## config.mk

```make
export PLATFORM = sky130hd
export DESIGN_NAME = mux_rr_arbiter
export DESIGN_NICKNAME = d
export VERILOG_FILES = /design/src/rtl/mux_rr_arbiter.sv
export SDC_FILE = /design/constraint.sdc
export NUM_CORES = 1
export LEC_CHECK = 0
export ABC_CLOCK_PERIOD_IN_PS = 5020
export CAP_MARGIN = 5
export CELL_PAD_IN_SITES_DETAIL_PLACEMENT = 0
export CELL_PAD_IN_SITES_GLOBAL_PLACEMENT = 1
export CORE_ASPECT_RATIO = 1.25
export CORE_MARGIN = 4
export CORE_UTILIZATION = 40
export CTS_CLUSTER_SIZE = 10
export DETAILED_ROUTE_END_ITERATION = 10
export PLACE_DENSITY = 0.83
export SETUP_SLACK_MARGIN = 0.15
export SLEW_MARGIN = 25
export SYNTH_ARGS = -nofsm -noshare
export SYNTH_HDL_FRONTEND = slang
export SYNTH_SLANG_ARGS = --single-unit
export TNS_END_PERCENT = 20
```

## constraint.sdc

```tcl
create_clock -name clk -period 5.02 [get_ports clk]
set_clock_uncertainty 0.1 [all_clocks]
set_input_delay 1.506 -clock clk [delete_from_list [all_inputs] [get_ports clk]]
set_output_delay 1.506 -clock clk [all_outputs]
set_load 0.02 [all_outputs]
```

## src/rtl/mux_rr_arbiter.sv

```systemverilog
// Round-robin arbiter that drives the select of a shared 4:1 single-bit mux
// and registers the selected data bit.
module mux_rr_arbiter #(
    parameter int unsigned N_REQ    = 4,
    parameter int unsigned SEL_W    = 2,
    parameter int unsigned MAX_HOLD = 8
) (
    input  logic             clk,
    input  logic             rst_n,
    input  logic [N_REQ-1:0] req,
    input  logic [N_REQ-1:0] data_in,
    output logic [N_REQ-1:0] grant,
    output logic [SEL_W-1:0] sel,
    output logic             busy,
    output logic             data_out,
    output logic             out_valid
);

    localparam int unsigned      HW       = (MAX_HOLD < 1) ? 1 : $clog2(MAX_HOLD + 1);
    localparam logic [HW-1:0]    HOLD_MAX = HW'(MAX_HOLD);
    localparam logic [SEL_W-1:0] SEL_LAST = SEL_W'(N_REQ - 1);

    typedef enum logic {IDLE, GRANT} state_t;

    state_t           state;
    logic [SEL_W-1:0] last;
    logic [HW-1:0]    hold_cnt;
    logic [N_REQ-1:0] others;
    logic [SEL_W-1:0] pick_idle;
    logic [SEL_W-1:0] pick_next;

    function automatic logic [N_REQ-1:0] onehot(input logic [SEL_W-1:0] s);
        logic [N_REQ-1:0] v;
        v    = '0;
        v[s] = 1'b1;
        return v;
    endfunction

    // First set bit of r searching upward from base+1, wrapping back to base.
    function automatic logic [SEL_W-1:0] rr_pick(input logic [N_REQ-1:0] r,
                                                 input logic [SEL_W-1:0] base);
        logic [SEL_W-1:0] idx;
        logic [SEL_W-1:0] win;
        logic             found;
        win   = base;
        found = 1'b0;
        for (int unsigned i = 1; i <= N_REQ; i++) begin
            idx = base + SEL_W'(i);
            if (!found && r[idx]) begin
                win   = idx;
                found = 1'b1;
            end
        end
        return win;
    endfunction

    always_comb begin
        others    = req & ~onehot(sel);
        pick_idle = rr_pick(req, last);
        pick_next = rr_pick(others, sel);
    end

    always_ff @(posedge clk or negedge rst_n) begin
        if (!rst_n) begin
            state     <= IDLE;
            grant     <= '0;
            sel       <= '0;
            busy      <= 1'b0;
            data_out  <= 1'b0;
            out_valid <= 1'b0;
            last      <= SEL_LAST;
            hold_cnt  <= '0;
        end else begin
            data_out  <= busy ? data_in[sel] : data_out;
            out_valid <= busy;
            case (state)
                IDLE: begin
                    if (|req) begin
                        state    <= GRANT;
                        sel      <= pick_idle;
                        grant    <= onehot(pick_idle);
                        busy     <= 1'b1;
                        hold_cnt <= HW'(1);
                    end
                end
                GRANT: begin
                    // Release and preemption share the handoff path: the current
                    // holder becomes 'last' and the next winner is taken in the same edge.
                    if (!req[sel] || (MAX_HOLD != 0 && hold_cnt == HOLD_MAX && |others)) begin
                        last <= sel;
                        if (|others) begin
                            sel      <= pick_next;
                            grant    <= onehot(pick_next);
                            hold_cnt <= HW'(1);
                        end else begin
                            state    <= IDLE;
                            grant    <= '0;
                            busy     <= 1'b0;
                            hold_cnt <= '0;
                        end
                    end else if (MAX_HOLD != 0 && hold_cnt != HOLD_MAX) begin
                        hold_cnt <= hold_cnt + HW'(1);
                    end
                end
                default: state <= IDLE;
            endcase
        end
    end

endmodule

```

==> impl_metrics.ini, run 1 <==
[status]
status = completed

[floorplanning]
core_area_um2 = 2970
io_pins = 19
die_w_um = 58.0
die-area_um2 = 4080
dieHeight_um = 70.4
start_util_pct = 42.0
core.rowCount = 22

[synthesis]
syn_nets = 156
synth_top_family_by_area = compound AO/OA/AOI/OAI gates
synth_area_leader_cell = dfrtp_1
synth_area_um2 = 1250
async_reset_ff_share_pct = 100
synth_edf_count = 0
netlist.area_leader.share_pct = 28.1
synth-simple-area-share_pct = 22.3
ys_warn_count = 0
syn_inst = 140
synth_seq_cells = 16
synthXorXnorAreaFrac_pct = 1.40
synth.distinct_cells = 49
synth_mux_area_share_pct = 10.7
synth_flop_cell = dfrtp_1
synth_compound_area_share_pct = 22.7
yosysSeqAreaShare_pct = 32.3
synthAdderAreaFrac_pct = 6.02
avgSynthCellArea_um2 = 8.91
synth_area_leaders = dfrtp_1 (28%), ha_1 (6.0%), a21oi_1 (4.8%)
synth_top_cells_by_count = dfrtp_1 (14), nor2_1 (14), a21oi_1 (12), nand2_1 (12), nand2b_1 (9)

[global_route]
overflow = 0
grt.busiest_layer = met2
met3_usage_pct = 2.03
grt_pass1_wl_um = 5000
antenna_found_initial = 0
grt_max_degree = 20
use_met2_pct = 25.5
grt_util_met1_pct = 19.2
grt_usage_pct = 15.6
grt_pass1_vias = 1124

[setup_path]
cpPeakStageDelay_ns = 0.60
crit_type = input port to flop
crit_buf_inv = 1
path_delay_family = simple AND/OR/NAND/NOR gates
startpoint_type = input port
reg2reg_depth = 6
path_cells = clkdlybuf4s50_1 -> nand2b_1 -> nand4_1 -> a311o_1 -> and3_1 -> a221o_1
r2r_slack_ns = 2.23
critical_path_cell_count = 6
reg2reg_from = sel[0]
cp.required_ns = 5.10
r2r-end = grant[1]
slowest_stage = clkdlybuf4s50_1
crit_fanout = 11
arrival_ns = 3.68
cp-end-kind = flop

[placed_design]
dp_hpwl_um = 2220
placed_cells = 186
pre_cts_ws_ns = 1.14
globalplace.congestion = 0.869
port_buffers = 18

[clocking]
cts_sinks = 16
post_cts_buffers = 0
clk_pin_slew_ns = 0.10
htree_levels = 1
cts_resized = 0
clockBufferDepth = 2
cts_tree = yes
hold_buffers = 0
clock_latency_ns = 0.29
clockRootBuffer = clkbuf_4
cts_inserted_buffers = 3

[pwr]
irDropWorstVdd_mv = 0.285
power.static_leakage_nw = 0.624
power.density_nw_per_um2 = 646

[timing]
setup_tns_ns = 0
hold_viol_final = 0
min_period_ns = 3.60
maxSlewHeadroom_pct = 50.6
worst_pin_slew_ns = 0.739
fin_ws_ns = 1.42
rsz0062_at_grt = no
fin_crit_sh_pct = 71.8
final-max-slew-violation-count = 0
max_freq_mhz = 278
finalSetupViolations = 0

[min_path]
min_to = out_valid
worstHoldStart = busy
hold_path_depth = 0
min_path_type = flop to flop

[drt]
antenna_left = 0
drc_errors = 0
wl_um = 2920
vias_per_cell = 5.90
vias = 1121
drtIter0Drc = 35
first_pass_iters = 5
wire_per_inst_um = 15.4

[layout]
nNetsFinal = 171
drive_gt1_share_pct = 9.09
multi_input_area_um2 = 787
final_util_pct = 49.6
num-fill-cells = 293
stdcell_count = 190
register_area_um2 = 403
syn_to_final_growth_pct = 18.2
n_antenna_cell = 0

[job]
maxCapViolations = 0
how the worst max path moves through the flow:
stage                start        to  slack, ns
floorplan           req[3]  grant[1]       1.91
global placement    req[1]  grant[1]       1.24
detailed placement  req[3]  grant[1]       1.14
CTS                 req[3]  grant[1]       1.46
global route        req[3]  grant[1]       1.26
finish              req[3]  grant[1]       1.42
layout make-up:
cell class                      count  share of cell area [%]
Clock buffer                        4                    2.46
Inverter                            6                    1.53
Multi-Input combinational cell    110                    53.4
Sequential cell                    16                    27.3
Tap cell                           36                    3.06
Timing Repair Buffer               18                    12.2
metrics by stage:
| step | area, um2 | hold slack [ns] | total power [mW] |
|---|---|---|---|
| 3_5_place_dp | 1440 | 0.362 | 0.867 |
| 4_1_cts | 1470 | 0.385 | 0.959 |
| 3_3_place_gp | 1440 | 0.359 | 0.859 |
| 5_1_grt | 1470 | 0.407 | 1.04 |
| 2_1_floorplan | 1250 | 0.404 | 0.698 |
| 6_report | 1470 | 0.374 | 0.952 |
cells by family (layout without fill, tap and decap cells):
group / Yosys count / after routing
muxes: 9 / 9
DFF: 16 / 16
AOI/OAI and AO/OA: 40 / 40
adders and majority gates: 6 / 6
and+or+nand+nor: 53 / 53
xor gates and xnor gates: 2 / 2
buffers and inverters: 14 / 28
per-layer routing:
metal	share of wire, %	up-vias	routed length (um)
li1	-	550	-
met1	45	540	1320
met2	49	21	1420
met3	2.3	10	66
met4	3.9	0	113
met5	0	-	0
registers in the layout, summed over array words and instances (netlist names):
name,cells
data_out,1
state,1
last,2
grant,4
out_valid,1
busy,1
sel,2
hold_cnt,4
report_power, final:
part,switching (mW),leakage (nW),total (mW),internal [mW]
registers,0.0833,0.191,0.277,0.194
logic,0.308,0.411,0.588,0.280
clock network,0.0421,0.0210,0.0863,0.0442
cell usage in the layout (no fill, tap or decap), types with 3 or more instances in the layout:
cell	n
a21oi_1	12
clkbuf_4	3
clkdlybuf4s50_1	18
dfrtp_1	14
ha_1	6
inv_1	5
mux2i_1	4
nand2_1	12
nand2b_1	9
nand3_1	4
nor2_1	14
o21ai_0	6
o221ai_1	3
Note: power is estimated with default switching activity, not from simulation.
==> inputs of run 2 (changes only) <==
--- a/config.mk
+++ b/config.mk
@@ -5,16 +5,16 @@
 export SDC_FILE = /design/constraint.sdc
 export NUM_CORES = 1
 export LEC_CHECK = 0
-export ABC_CLOCK_PERIOD_IN_PS = 5020
+export ABC_CLOCK_PERIOD_IN_PS = 3080
 export CAP_MARGIN = 5
 export CELL_PAD_IN_SITES_DETAIL_PLACEMENT = 0
 export CELL_PAD_IN_SITES_GLOBAL_PLACEMENT = 1
 export CORE_ASPECT_RATIO = 1.25
 export CORE_MARGIN = 4
-export CORE_UTILIZATION = 40
+export CORE_UTILIZATION = 36
 export CTS_CLUSTER_SIZE = 10
 export DETAILED_ROUTE_END_ITERATION = 10
-export PLACE_DENSITY = 0.83
+export PLACE_DENSITY = 0.79
 export SETUP_SLACK_MARGIN = 0.15
 export SLEW_MARGIN = 25
 export SYNTH_ARGS = -nofsm -noshare
==> constraint.sdc (replaced) <==
create_clock -name clk -period 3.08 [get_ports clk]
set_clock_uncertainty 0.1 [all_clocks]
set_input_delay 0.924 -clock clk [delete_from_list [all_inputs] [get_ports clk]]
set_output_delay 0.924 -clock clk [all_outputs]
set_load 0.02 [all_outputs]
==> run 2 against run 1 <==
Worst setup slack worse by 1.1 ns. Largest cell class unchanged. Clock power is 110% higher. Via count is 0.18% higher. Highest routed layer unchanged. Cell count is 4.7% higher. Global-route usage is 0.36 points higher. Register-to-register slack worse by 1.5 ns. Sequential power is 48% higher. Clock-buffer cell count stayed put. Non-clock buffer count is 8 higher. Combinational power is 82% higher. Sequential share of layout area is 1.4 points lower.
==> impl_metrics.ini, run 2 (synthesis gave the netlist of run 1 again) <==
[timing]
hold_viol_final = 0
rsz0062_at_grt = yes
max_freq_mhz = 357
finalSetupViolations = 0
fin_crit_sh_pct = 91.0
maxSlewHeadroom_pct = 48.5
fin_ws_ns = 0.277
setup_tns_ns = 0
worst_pin_slew_ns = 0.769
final-max-slew-violation-count = 0
min_period_ns = 2.80
hold_slack_ns = 0.370

[floorplanning]
core.rowCount = 23
core_area_um2 = 3280
die_w_um = 60.7
start_util_pct = 38.0
dieHeight_um = 73.8
io_pins = 19
die-area_um2 = 4480

[drt]
wl_um = 3090
wire_per_inst_um = 15.5
drc_errors = 0
vias_per_cell = 5.64
antenna_left = 0
first_pass_iters = 4
drtIter0Drc = 30
vias = 1123

[global_route]
met3_usage_pct = 1.58
overflow = 0
grt_usage_pct = 16.0
use_met2_pct = 28.7
grt_util_met1_pct = 19.0
grt_pass1_wl_um = 5430
grt_max_degree = 20
grt.busiest_layer = met2
grt_pass1_vias = 1191
antenna_found_initial = 0

[setup_path]
r2r_slack_ns = 0.72
path_delay_family = compound AO/OA/AOI/OAI gates
path_cells = clkdlybuf4s50_1 -> mux4_2 -> nor2b_2 -> a311oi_2 -> a21oi_1 -> o221ai_1
crit_buf_inv = 1
startpoint_type = input port
cp-end-kind = flop
reg2reg_from = sel[1]
crit_fanout = 12
startpoint = req[2]
r2r-end = grant[1]
crit_type = input port to flop
arrival_ns = 2.86
cpPeakStageDelay_ns = 0.69
reg2reg_depth = 7
slowest_stage = clkdlybuf4s50_1
cp.required_ns = 3.14

[clocking]
cts_resized = 0
clockBufferDepth = 2
cts_inserted_buffers = 3
hold_buffers = 0
clock_latency_ns = 0.25
htree_levels = 1
clockRootBuffer = clkbuf_8
clk_pin_slew_ns = 0.06
cts_sinks = 16
cts_tree = yes

[pwr]
irDropWorstVdd_mv = 0.604
power.static_leakage_nw = 0.669
power.density_nw_per_um2 = 1070
p_total_mw = 1.66

[placed_design]
dp_hpwl_um = 2450
port_buffers = 18
pre_cts_ws_ns = 0.0458
globalplace.congestion = 0.805

[status]
status = completed

[layout]
final_common_cell = clkdlybuf4s50_1
syn_to_final_growth_pct = 24.6
final_util_pct = 47.4
drive_gt1_share_pct = 13.6
n_antenna_cell = 0
layout_common_cells = clkdlybuf4s50_1 (18), nor2_1 (14), dfrtp_1 (14), nand2_1 (12), a21oi_1 (12)
nNetsFinal = 179
reg_top3 = grant: 4 flops, hold_cnt: 4 flops

[min_path]
min_to = out_valid
hold_path_depth = 0
min_path_type = flop to flop
worstHoldStart = busy

[job]
maxCapViolations = 0
-- run 2: cell types whose count changed in the layout (fill, tap and decap cells not counted), sizes merged --
cell | previous run | this run
buf | 0 | 8
-- run 2: worst max-delay path by stage --
stage	to	slack [ns]	cells past startpoint
after global routing	sel[1]	0.14	6
final	sel[1]	0.28	6
after CTS	grant[1]	0.32	6
after detailed placement	grant[1]	0.05	6
after floorplan	grant[1]	0.55	6
after global placement	grant[1]	0.09	6
-- run 2: stage by stage --
| stage | area (um2) | instances |
|---|---|---|
| finish | 1550 | 199 |
| global route | 1550 | 199 |
| floorplan | 1250 | 140 |
| CTS | 1550 | 199 |
| global placement | 1500 | 195 |
| detailed placement | 1500 | 195 |
-- run 2: layout make-up --
| type | instances | area, um2 |
|---|---|---|
| fillers | 330 | 1730 |
| multi-input cells | 110 | 787 |
| flip-flops and latches | 16 | 403 |
| repair buffers | 26 | 240 |
| clock buffers | 4 | 55.1 |
| well taps | 37 | 46.3 |
| inverters | 6 | 22.5 |
-- run 2: power by group --
part	switching [mW]	internal [mW]
logic	0.559	0.507
clock network	0.0700	0.113
registers	0.0907	0.318
-- run 2: repair_timing --
item                                    in CTS  in global routing
endpoints found under the setup margin       0                  1
endpoints found under the hold margin        0                  0
setup buffers                                0                  0
-- run 2: metal layers --
metal / up-vias / part of all wire [%]
li1: 566 / -
met4: 0 / 1.6
met3: 4 / 1.6
met1: 539 / 44
met2: 14 / 53
met5: - / 0
-- run 2: worst reg2reg max path, delay by kind of cell, from the launching register on --
family / cells / cell delay (ns)
flops: 1 / 0.36
buf+inv: 1 / 0.24
simple gates: 2 / 0.18
compound gates: 3 / 0.84
fa+ha+maj: 1 / 0.51
==> inputs of run 3 (changes only) <==
--- a/config.mk
+++ b/config.mk
@@ -5,16 +5,17 @@
 export SDC_FILE = /design/constraint.sdc
 export NUM_CORES = 1
 export LEC_CHECK = 0
-export ABC_CLOCK_PERIOD_IN_PS = 3080
+export ABC_CLOCK_PERIOD_IN_PS = 3400
 export CAP_MARGIN = 5
 export CELL_PAD_IN_SITES_DETAIL_PLACEMENT = 0
 export CELL_PAD_IN_SITES_GLOBAL_PLACEMENT = 1
 export CORE_ASPECT_RATIO = 1.25
 export CORE_MARGIN = 4
-export CORE_UTILIZATION = 36
+export CORE_UTILIZATION = 40
+export CTS_CLUSTER_DIAMETER = 120
 export CTS_CLUSTER_SIZE = 10
 export DETAILED_ROUTE_END_ITERATION = 10
-export PLACE_DENSITY = 0.79
+export PLACE_DENSITY = 0.83
 export SETUP_SLACK_MARGIN = 0.15
 export SLEW_MARGIN = 25
 export SYNTH_ARGS = -nofsm -noshare
==> constraint.sdc (replaced) <==
create_clock -name clk -period 3.4 [get_ports clk]
set_clock_uncertainty 0.1 [all_clocks]
set_input_delay 1.02 -clock clk [delete_from_list [all_inputs] [get_ports clk]]
set_output_delay 1.02 -clock clk [all_outputs]
set_load 0.02 [all_outputs]
==> run 3 against run 2 <==
Sequential cell count unchanged. Clock-buffer cell count did not move. Register-to-register slack gained 0.04 ns. Combinational power decreased by 20%. Routed wire length shrank 10%. Critical path depth is the same. Sequential share of layout area rose by 1.3 points.
==> impl_metrics.ini, run 3 (synthesis gave the netlist of run 1 again) <==
[clocking]
cts_tree = yes
clk_pin_slew_ns = 0.09
clockBufferDepth = 2
cts_resized = 0
hold_buffers = 0
cts_sinks = 16
clockRootBuffer = clkbuf_4
cts_inserted_buffers = 3
clock_latency_ns = 0.28
htree_levels = 1
post_cts_buffers = 0

[floorplanning]
core_area_um2 = 2970
die-area_um2 = 4080
start_util_pct = 42.0
dieHeight_um = 70.4
die_w_um = 58.0
core.rowCount = 22
io_pins = 19

[pwr]
irDropWorstVdd_mv = 0.478
power.static_leakage_nw = 0.627
power.density_nw_per_um2 = 926

[timing]
final-max-slew-violation-count = 0
hold_viol_final = 0
rsz0062_at_grt = no
min_period_ns = 2.87
setup_tns_ns = 0
hold_slack_ns = 0.368
max_freq_mhz = 349
finalSetupViolations = 0
fin_crit_sh_pct = 84.3
maxSlewHeadroom_pct = 52.5
worst_pin_slew_ns = 0.710

[global_route]
grt_pass1_vias = 1110
overflow = 0
grt_max_degree = 20
antenna_found_initial = 0
grt_pass1_wl_um = 5030
grt_usage_pct = 15.3

[layout]
final_util_pct = 49.7
reg_top3 = grant: 4 flops, hold_cnt: 4 flops
layout_common_cells = clkdlybuf4s50_1 (18), nor2_1 (14), dfrtp_1 (14), nand2_1 (12), a21oi_1 (12)
stdcell_count = 192
drive_gt1_share_pct = 9.62
num-fill-cells = 292
n_antenna_cell = 0
final_common_cell = clkdlybuf4s50_1
nNetsFinal = 173
final_area_um2 = 1480
syn_to_final_growth_pct = 18.6

[setup_path]
arrival_ns = 2.94
crit_fanout = 12
cp-end-kind = flop
startpoint = req[2]
cpPeakStageDelay_ns = 0.67
crit_type = input port to flop
path_delay_family = buffers and inverters
slowest_stage = clkdlybuf4s50_1
crit_buf_inv = 1
path_cells = clkdlybuf4s50_1 -> mux4_2 -> nor2b_2 -> a311o_1 -> and3_1 -> a221o_1
reg2reg_from = sel[1]
startpoint_type = input port
cp.required_ns = 3.47

[drt]
first_pass_iters = 4
vias_per_cell = 5.80
drc_errors = 0
wl_um = 2780
drtIter0Drc = 40
wire_per_inst_um = 14.5
vias = 1114
antenna_left = 0

[min_path]
worstHoldStart = busy
min_path_type = flop to flop

[placed_design]
post_dp_cell_area_um2 = 1450
placed_cells = 188
port_buffers = 18
dp_hpwl_um = 2180
globalplace.congestion = 0.805

[status]
status = completed

[job]
maxCapViolations = 0
==> run 3: worst paths after layout <==
path	endpoint	cells past startpoint	slack, ns
hold / removal	out_valid	0	0.37
setup reg to reg	sel[0]	7	0.76
min in group asynchronous	sel[1]	1	1.06
hold reg to reg	out_valid	0	0.37
max in group asynchronous	state	1	1.69
setup / recovery	grant[1]	6	0.53
==> run 3: per-layer routing <==
layer | up-vias | track usage, % | share of wire (%)
met1 | 532 | 20.3 | 46
met4 | 0 | 6.19 | 2.4
met2 | 21 | 24.4 | 49
li1 | 553 | - | -
met5 | - | 0 | 0
met3 | 8 | 2.03 | 2.2
==> run 3: worst register-to-register path: cells and delay by family (launching register included) <==
kind / cells / cell delay (ns)
compound gates: 3 / 0.52
buf+inv: 1 / 0.32
fa+ha+maj: 1 / 0.27
mux: 1 / 0.50
simple gates: 1 / 0.26
flops: 1 / 0.55
==> run 3: area by class of cell <==
type	count	area [um2]	area share, %
Timing Repair Buffer	20	195	13.2
Clock buffer	4	26.3	1.78
Sequential cell	16	403	27.2
Inverter	6	22.5	1.52
Multi-Input combinational cell	110	787	53.2
Tap cell	36	45.0	3.05
==> run 3: report_power, final <==
part	switching (mW)	internal, mW
clock	0.0568	0.0455
sequential	0.123	0.287
combinational	0.441	0.417
total	0.621	0.749
==> run 3: stage by stage <==
stage                     worst slack [ns]  total power, mW
after floorplan                      0.776             1.03
after global placement               0.264             1.27
after detailed placement             0.236             1.27
after CTS                            0.543             1.38
after global routing                 0.372             1.51
final                                0.534             1.37
